## config.mk

```make
export PLATFORM = sky130hd
export DESIGN_NAME = showcase_sequencer
export DESIGN_NICKNAME = d
export VERILOG_FILES = /design/src/rtl/showcase_sequencer.sv
export SDC_FILE = /design/constraint.sdc
export NUM_CORES = 1
export LEC_CHECK = 0
export ABC_AREA = 1
export BUFFER_PORTS_ARGS = -buffer_cell sky130_fd_sc_hd__buf_2
export CAP_MARGIN = 20
export CORE_MARGIN = 1
export CORE_UTILIZATION = 29
export CTS_BUF_LIST = sky130_fd_sc_hd__clkbuf_16
export DETAILED_ROUTE_END_ITERATION = 12
export PLACE_DENSITY = 0.58
export SYNTH_ARGS = -nofsm -noshare
export SYNTH_HDL_FRONTEND = slang
export SYNTH_SLANG_ARGS = --single-unit
```

## constraint.sdc

```tcl
create_clock -name i_clk -period 1.5 [get_ports i_clk]
set_input_delay 0.225 -clock i_clk [delete_from_list [all_inputs] [get_ports i_clk]]
set_output_delay 0.225 -clock i_clk [all_outputs]
set_load 0.005 [all_outputs]
```

## src/rtl/showcase_sequencer.sv

```systemverilog
// Round sequencer for the dice / traffic-light display: lights, roll, settle, show throw.
// Optional saturating six counter on output o_sixes when SEQ_SIXES_EN is defined.
module showcase_sequencer #(
    parameter int LIGHTS_DWELL = 16,
    parameter int ROLL_CYCLES  = 8,
    parameter int DICE_DWELL   = 16,
    parameter int CNT_W        = 16
) (
    input  logic       i_clk,
    input  logic       i_rst,
    input  logic       i_start,
    input  logic       i_stop,
    input  logic [3:0] i_rounds,
    input  logic [2:0] i_result,
    output logic       o_sel,
    output logic       o_button,
    output logic       o_busy,
    output logic [2:0] o_dice_value,
    output logic       o_dice_valid,
`ifdef SEQ_SIXES_EN
    output logic       o_dice_err,
    output logic [7:0] o_sixes
`else
    output logic       o_dice_err
`endif
);

    typedef enum logic [2:0] {
        S_IDLE   = 3'd0,
        S_LIGHTS = 3'd1,
        S_ROLL   = 3'd2,
        S_SETTLE = 3'd3,
        S_DICE   = 3'd4
    } state_t;

    localparam logic [CNT_W-1:0] L_LIGHTS_LAST = CNT_W'(LIGHTS_DWELL - 1);
    localparam logic [CNT_W-1:0] L_ROLL_LAST   = CNT_W'(ROLL_CYCLES - 1);
    localparam logic [CNT_W-1:0] L_DICE_LAST   = CNT_W'(DICE_DWELL - 1);

    function automatic logic f_throw_ok(input logic [2:0] v);
        f_throw_ok = (v >= 3'd1) && (v <= 3'd6);
    endfunction

    state_t           r_state;
    state_t           w_next;
    logic [CNT_W-1:0] r_cnt;
    logic [CNT_W-1:0] w_cnt_next;
    logic [3:0]       r_round;
    logic [3:0]       w_round_next;
    logic             w_start_accept;

    logic             w_sel;
    logic             w_button;
    logic             w_busy;
    logic             w_capture;
    logic             w_valid;
    logic             w_err;

    logic             r_sel;
    logic             r_button;
    logic             r_busy;
    logic [2:0]       r_dice_value;
    logic             r_dice_valid;
    logic             r_dice_err;

    // State, dwell counter and round counter registers
    always_ff @(posedge i_clk or posedge i_rst) begin
        if (i_rst) begin
            r_state <= S_IDLE;
            r_cnt   <= '0;
            r_round <= 4'd0;
        end else begin
            r_state <= w_next;
            r_cnt   <= w_cnt_next;
            r_round <= w_round_next;
        end
    end

    // Next-state logic; stop overrides every transition
    always_comb begin
        w_next         = r_state;
        w_round_next   = r_round;
        w_start_accept = 1'b0;
        if (i_stop) begin
            w_next = S_IDLE;
        end else begin
            case (r_state)
                S_IDLE: begin
                    if (i_start) begin
                        w_next         = S_LIGHTS;
                        w_round_next   = i_rounds;
                        w_start_accept = 1'b1;
                    end else begin
                        w_next = S_IDLE;
                    end
                end
                S_LIGHTS: begin
                    if (r_cnt == L_LIGHTS_LAST) begin
                        w_next = S_ROLL;
                    end else begin
                        w_next = S_LIGHTS;
                    end
                end
                S_ROLL: begin
                    if (r_cnt == L_ROLL_LAST) begin
                        w_next = S_SETTLE;
                    end else begin
                        w_next = S_ROLL;
                    end
                end
                S_SETTLE: begin
                    w_next = S_DICE;
                end
                S_DICE: begin
                    if (r_cnt == L_DICE_LAST) begin
                        // A zero count means endless mode; it never decrements or ends the sequence.
                        if (r_round != 4'd0) begin
                            w_round_next = r_round - 4'd1;
                        end else begin
                            w_round_next = r_round;
                        end
                        if (r_round == 4'd1) begin
                            w_next = S_IDLE;
                        end else begin
                            w_next = S_LIGHTS;
                        end
                    end else begin
                        w_next = S_DICE;
                    end
                end
                default: begin
                    w_next = S_IDLE;
                end
            endcase
        end
    end

    // Output decode from the upcoming state so the registered outputs line up with it
    always_comb begin
        w_sel      = 1'b1;
        w_button   = 1'b0;
        w_busy     = 1'b0;
        w_capture  = 1'b0;
        w_valid    = 1'b0;
        w_err      = 1'b0;
        w_cnt_next = '0;
        if ((w_next != r_state) || (w_next == S_IDLE)) begin
            w_cnt_next = '0;
        end else begin
            w_cnt_next = r_cnt + CNT_W'(1);
        end
        case (w_next)
            S_IDLE:   begin w_sel = 1'b1; w_button = 1'b0; w_busy = 1'b0; end
            S_LIGHTS: begin w_sel = 1'b1; w_button = 1'b0; w_busy = 1'b1; end
            S_ROLL:   begin w_sel = 1'b0; w_button = 1'b1; w_busy = 1'b1; end
            S_SETTLE: begin w_sel = 1'b0; w_button = 1'b0; w_busy = 1'b1; end
            S_DICE:   begin w_sel = 1'b0; w_button = 1'b0; w_busy = 1'b1; end
            default:  begin w_sel = 1'b1; w_button = 1'b0; w_busy = 1'b0; end
        endcase
        // SETTLE lasts one cycle, so being in it means this edge closes it.
        w_capture = (r_state == S_SETTLE) && !i_stop;
        if (w_capture) begin
            w_valid = f_throw_ok(i_result);
            w_err   = !f_throw_ok(i_result);
        end else begin
            w_valid = 1'b0;
            w_err   = 1'b0;
        end
    end

    // Registered outputs and throw capture
    always_ff @(posedge i_clk or posedge i_rst) begin
        if (i_rst) begin
            r_sel        <= 1'b1;
            r_button     <= 1'b0;
            r_busy       <= 1'b0;
            r_dice_value <= 3'd1;
            r_dice_valid <= 1'b0;
            r_dice_err   <= 1'b0;
        end else begin
            r_sel        <= w_sel;
            r_button     <= w_button;
            r_busy       <= w_busy;
            r_dice_valid <= w_valid;
            r_dice_err   <= w_err;
            if (w_valid) begin
                r_dice_value <= i_result;
            end else begin
                r_dice_value <= r_dice_value;
            end
        end
    end

    assign o_sel        = r_sel;
    assign o_button     = r_button;
    assign o_busy       = r_busy;
    assign o_dice_value = r_dice_value;
    assign o_dice_valid = r_dice_valid;
    assign o_dice_err   = r_dice_err;

`ifdef SEQ_SIXES_EN
    logic [7:0] r_sixes;

    // Saturating count of captured sixes, cleared when a new sequence starts
    always_ff @(posedge i_clk or posedge i_rst) begin
        if (i_rst) begin
            r_sixes <= 8'd0;
        end else if (w_start_accept) begin
            r_sixes <= 8'd0;
        end else if (w_valid && (i_result == 3'd6) && (r_sixes != 8'hFF)) begin
            r_sixes <= r_sixes + 8'd1;
        end else begin
            r_sixes <= r_sixes;
        end
    end

    assign o_sixes = r_sixes;
`else
    logic w_unused;
    assign w_unused = w_start_accept;
`endif

endmodule

```

=== Yosys cells after proc, flatten, opt, wreduce, memory -nomap -nowiden ===
Cells that the tools add are included.
W data, S select, Z words.

* Reductions and logical operators: 12
* Bitwise logic cells: 1
* Add/subtract/negate cells: 2
* Mux-type cells: 17
* Magnitude comparators: 2
* Eq/ne operators: 15

{| class="wikitable"
|+ Operator list
! operator !! count
|-
| $add A16 B1 Y16 const B || 1
|-
| $eq A16 B3 Y1 const B || 1
|-
| $eq A16 B4 Y1 const B || 1
|-
| $mux W16 || 1
|-
| $pmux W3 S5 || 1
|-
| $eq A3 B2 Y1 const B || 4
|-
| $mux W4 || 3
|-
| $mux W1 || 8
|-
| $pmux W4 S2 || 1
|-
| $eq A3 B1 Y1 const B || 2
|-
| $eq A3 B3 Y1 const B || 2
|-
| $logic_not A3 Y1 || 2
|-
| $mux W3 || 2
|-
| $ne A2 B2 Y1 const B || 3
|-
| $reduce_and A5 Y1 || 1
|-
| $eq A4 B1 Y1 const B || 1
|-
| $reduce_bool A4 Y1 || 1
|-
| $reduce_or A4 Y1 || 1
|-
| $sub A4 B1 Y4 const B || 1
|-
| $ge A3 B1 Y1 const B || 1
|-
| $le A3 B3 Y1 const B || 1
|-
| $ne A3 B3 Y1 || 1
|-
| $reduce_or A3 Y1 || 1
|-
| $logic_and A1 B1 Y1 || 2
|-
| 5 further kinds || 6
|}

* Flip-flop bits (word level): 31
* Input port bits: 11
* Word-level logic and storage cells: 58
* Output and inout port bits: 8

=== Depth between registers and ports, before layout ===
* Word-level depth: 8
* Gate-level depth with buffers: 13

=== Worst setup path before layout ===
No wires, ideal clock.

* Path kind: register to register
* Start: register r_cnt[0]
* End: register r_cnt[10]
* Library setup time: 0.125 ns
* Period minus slack after synthesis: 1.716 ns
* Arrival time: 1.592 ns
* Path slack: -0.216 ns
* Cell stages (with the launch flop): 12
* Buffers on the path: 1
* Data required time: 1.375 ns
* Path through: dfrtp_1 > ha_1 > nand3_2 > nor2_2 > nand2_1 > o21bai_1 > nand2_1 > nor2_1 > nor2_2 > nand3_4 > buf_12 > nor2_4

* Longest elaborated chain between the ends: 7
* Elaborated cells on any way between the ends: 12

{| class="wikitable"
|+ Ends and longest elaborated chain
! what !! RTL line !! source
|-
| from (decl) || 46 || <nowiki>logic [CNT_W-1:0] r_cnt;</nowiki>
|-
| from (signal assigned) || 74 || <nowiki>r_cnt <= w_cnt_next;</nowiki>
|-
| $eq A16 B4 Y1 / $eq A16 B3 Y1 (equally long branches) || 98, 115, 105 ||
|-
| $mux W3 (tied with other cells) || 115 || <nowiki>if (r_cnt == L_DICE_LAST) begin</nowiki>
|-
| $pmux W3 S5 || 87 || <nowiki>case (r_state)</nowiki>
|-
| $mux W3 || 84 || <nowiki>if (i_stop) begin</nowiki>
|-
| $ne A3 B3 Y1 / $logic_not A3 Y1 (equally long branches) || 147 || <nowiki>if ((w_next != r_state) || (w_next == S_IDLE)) begin</nowiki>
|-
| $logic_or A1 B1 Y1 || 147 ||
|-
| $mux W16 * || 147 ||
|-
| named net w_cnt_next[10] || 47 || <nowiki>logic [CNT_W-1:0] w_cnt_next;</nowiki>
|}

Mark *: on every way through the listed nets, which the timed path passes. The rest lies on a longest branch.
A chain may end at the register's enable or synchronous reset.

=== Worst setup path after layout ===
* Start: register r_cnt[0]
* End: register r_cnt[11]

Same word-level chain as after synthesis.

==> impl_metrics.ini <==
[sta]
fin_crit_ns = 1.76
fmax_ghz = 0.569
min_period_over_period = 1.17
layout_setup_ws_ns = -0.259
max_slew_margin = 0.734
rsz0062_at_grt = yes
finalHoldViolations = 0
setup_viol = 17
maxSlewViolCount = 0
skew_ns = 0.00779
max_slew.worst_pin.slew_ns = 0.399

[grt]
antenna_found_initial = 0
grt_pass1_vias = 1444
grt.total_usage = 0.135
grt_max_degree = 32
grt-ovfl-total = 0
grt_pass1_wl_mm = 6.46

[run_status]
violations = setup timing
outcome = finished with violations

[logic_synthesis]
synthTopCellsByCount = nand2_1, dfrtp_1, inv_1
yosysMostFrequentCell = nand2_1
synth_seq_cells = 31
syn_area_per_cell_sq_um = 8.70
ys_warn_count = 0
synthDominantCellAreaShare = 0.417
synthTopCellsByArea = dfrtp_1, nand2_1, nor2_4
synth-edff-count = 0
ys_types = 30
synthCells = 200
ys.flop_type = dfrtp_1
seq_area_frac_synth = 0.447
netlist_area_sq_um = 1740
synthArstFlopShare = 1.00
synth_top_area_cell = dfrtp_1
syn-num-nets = 215

[routing]
dr.pass1.iters = 4
drc = 0
routed_wl_mm = 3.86
drt_first_iter_violations = 43
wire_per_inst_um = 11.1
ant_nets = 0
vias = 1495
viasPerCell = 4.30

[placed_design]
dp_hpwl_mm = 2.74
gp_congestion = 0.841
pre_cts_ws_ns = -0.301
port_buffers = 18

[critical_path]
start_kind = flip-flop
end_kind = flip-flop
critPathRequiredTime_ns = 1.67
critPathKind = reg2reg
worstPathMaxFanout = 6
arrival_ns = 1.93

[hold_path]
worst_hold_path_type = in2async

[die]
dieWidth_um = 79.4
core_sq_um = 5640
fp.dieH_um = 79.4
design.die.area_sq_um = 6310
row_count = 27
start_util = 0.308
ioPinCount = 19

[clock_tree]
cts_max_level = 2
postCtsHoldBufs = 0
cts-root-buf = clkbuf_16
cts.sinks = 31
clock_latency_ns = 0.28
cts_tree = built
numCtsBuffers = 5
clk_pin_slew_ns = 0.06
clk_path_buf_depth = 2

[job]
maxCapViolCount = 0

[cells_and_area]
fillers = 518
nets = 290
syn2layout_area_growth_pct = 48.9
fin_util = 0.459
layout-drive-gt1-share = 0.442
diodes = 0

[power_and_ir_drop]
power_density_nw_per_um2 = 918
vdd_drop_max_mv = 0.552
leakagePower_nw = 1.28
==> stage by stage <==
step	area (sq um)	setup TNS (ns)	hold slack, ns	power [mW]	cells
after CTS	2470	-3.46	0.0481	2.38	345
final	2590	-3.96	0.0262	2.38	348
after global routing	2590	-6.25	0.0879	2.48	348
after floorplan	1740	-1.80	0.327	1.07	200
after detailed placement	2270	-4.67	0.341	1.21	335
after global placement	2270	-4.59	0.332	1.20	335
==> cells in the final DEF, fill, tap and decap left out, types with 4 or more instances in the layout <==
cell type  netlist  layout
inv_1           26      22
nand2_2          4       6
nand2_1         36      32
inv_2            1       4
nor2_4          10      14
buf_4            0      47
clkbuf_16        0       5
xor2_1          10      10
o21ai_0          7       6
buf_2            0      18
xnor2_1          5       5
nor2_1          25      22
dfrtp_1         29      26
nand3_1         16      16
==> metal layers <==
layer | track usage | vias to the layer above | share of wire
met5 | 0 | - | 0
met3 | 0.0400 | 10 | 0.030
li1 | - | 788 | -
met2 | 0.217 | 25 | 0.47
met1 | 0.172 | 672 | 0.48
met4 | 0.0436 | 0 | 0.017
==> area by class of cell <==
type / instances / area (sq um) / share of cell area
Clock buffer: 5 / 125 / 0.0483
Multi-Input combinational cell: 140 / 938 / 0.362
Tap cell: 72 / 90.1 / 0.0348
Sequential cell: 31 / 782 / 0.302
Inverter: 28 / 110 / 0.0425
Clock inverter: 3 / 38.8 / 0.0150
Timing Repair Buffer: 69 / 505 / 0.195
==> power breakdown <==
part	internal, mW	switching, mW	total (mW)
logic	0.161	0.168	0.329
clock network	0.774	0.375	1.15
registers	0.872	0.0269	0.899
total	1.81	0.570	2.38
==> worst paths after layout <==
kind,start,to,slack (ns),cells past startpoint
setup / recovery,r_cnt[0],r_cnt[11],-0.26,13
hold / removal,i_rst,r_cnt[5],0.03,3
setup reg to reg,r_cnt[0],r_cnt[11],-0.26,13
hold reg to reg,o_dice_value[1],o_dice_value[1],0.48,2
max in group asynchronous,i_rst,o_dice_value[0],1.14,3
min in group i_clk,i_result[2],o_dice_value[2],0.17,3
==> critical path, stage by stage, from the launching register on <==
cell and delay, ns:
dfrtp_1 0.40, ha_4 0.17, nand3_4 0.07, nor2_4 0.15
nand2_4 0.08, nand2_1 0.06, nand2_1 0.06, nand2_2 0.08
nand2_2 0.08, nand2_1 0.10, nand2_2 0.07, nand3_4 0.13
buf_12 0.15, nor2_4 0.04
==> logic make-up (layout without fill, tap and decap cells) <==
| family | Yosys count | count (layout) | share of synthesized area |
|---|---|---|---|
| buffers and inverters | 29 | 105 | 0.0734 |
| xor gates and xnor gates | 15 | 15 | 0.0755 |
| AOI/OAI and AO/OA | 14 | 14 | 0.0460 |
| DFF | 31 | 31 | 0.447 |
| adders and majority gates | 4 | 4 | 0.0288 |
| and+or+nand+nor | 107 | 107 | 0.329 |
==> flip-flops by register name, indices dropped and copies added (netlist names) <==
name	flops
r_round	4
o_busy	1
o_button	1
o_dice_err	1
o_dice_valid	1
o_dice_value	3
r_state	3
o_sel	1
r_cnt	16
==> timing repair <==
item | 4_1_cts | 5_1_grt
pin swaps | 0 | 15
setup buffers | 3 | 5
resized for setup | 6 | 26
setup endpoints to repair | 22 | 28
Power figures use the tool's default switching activity.
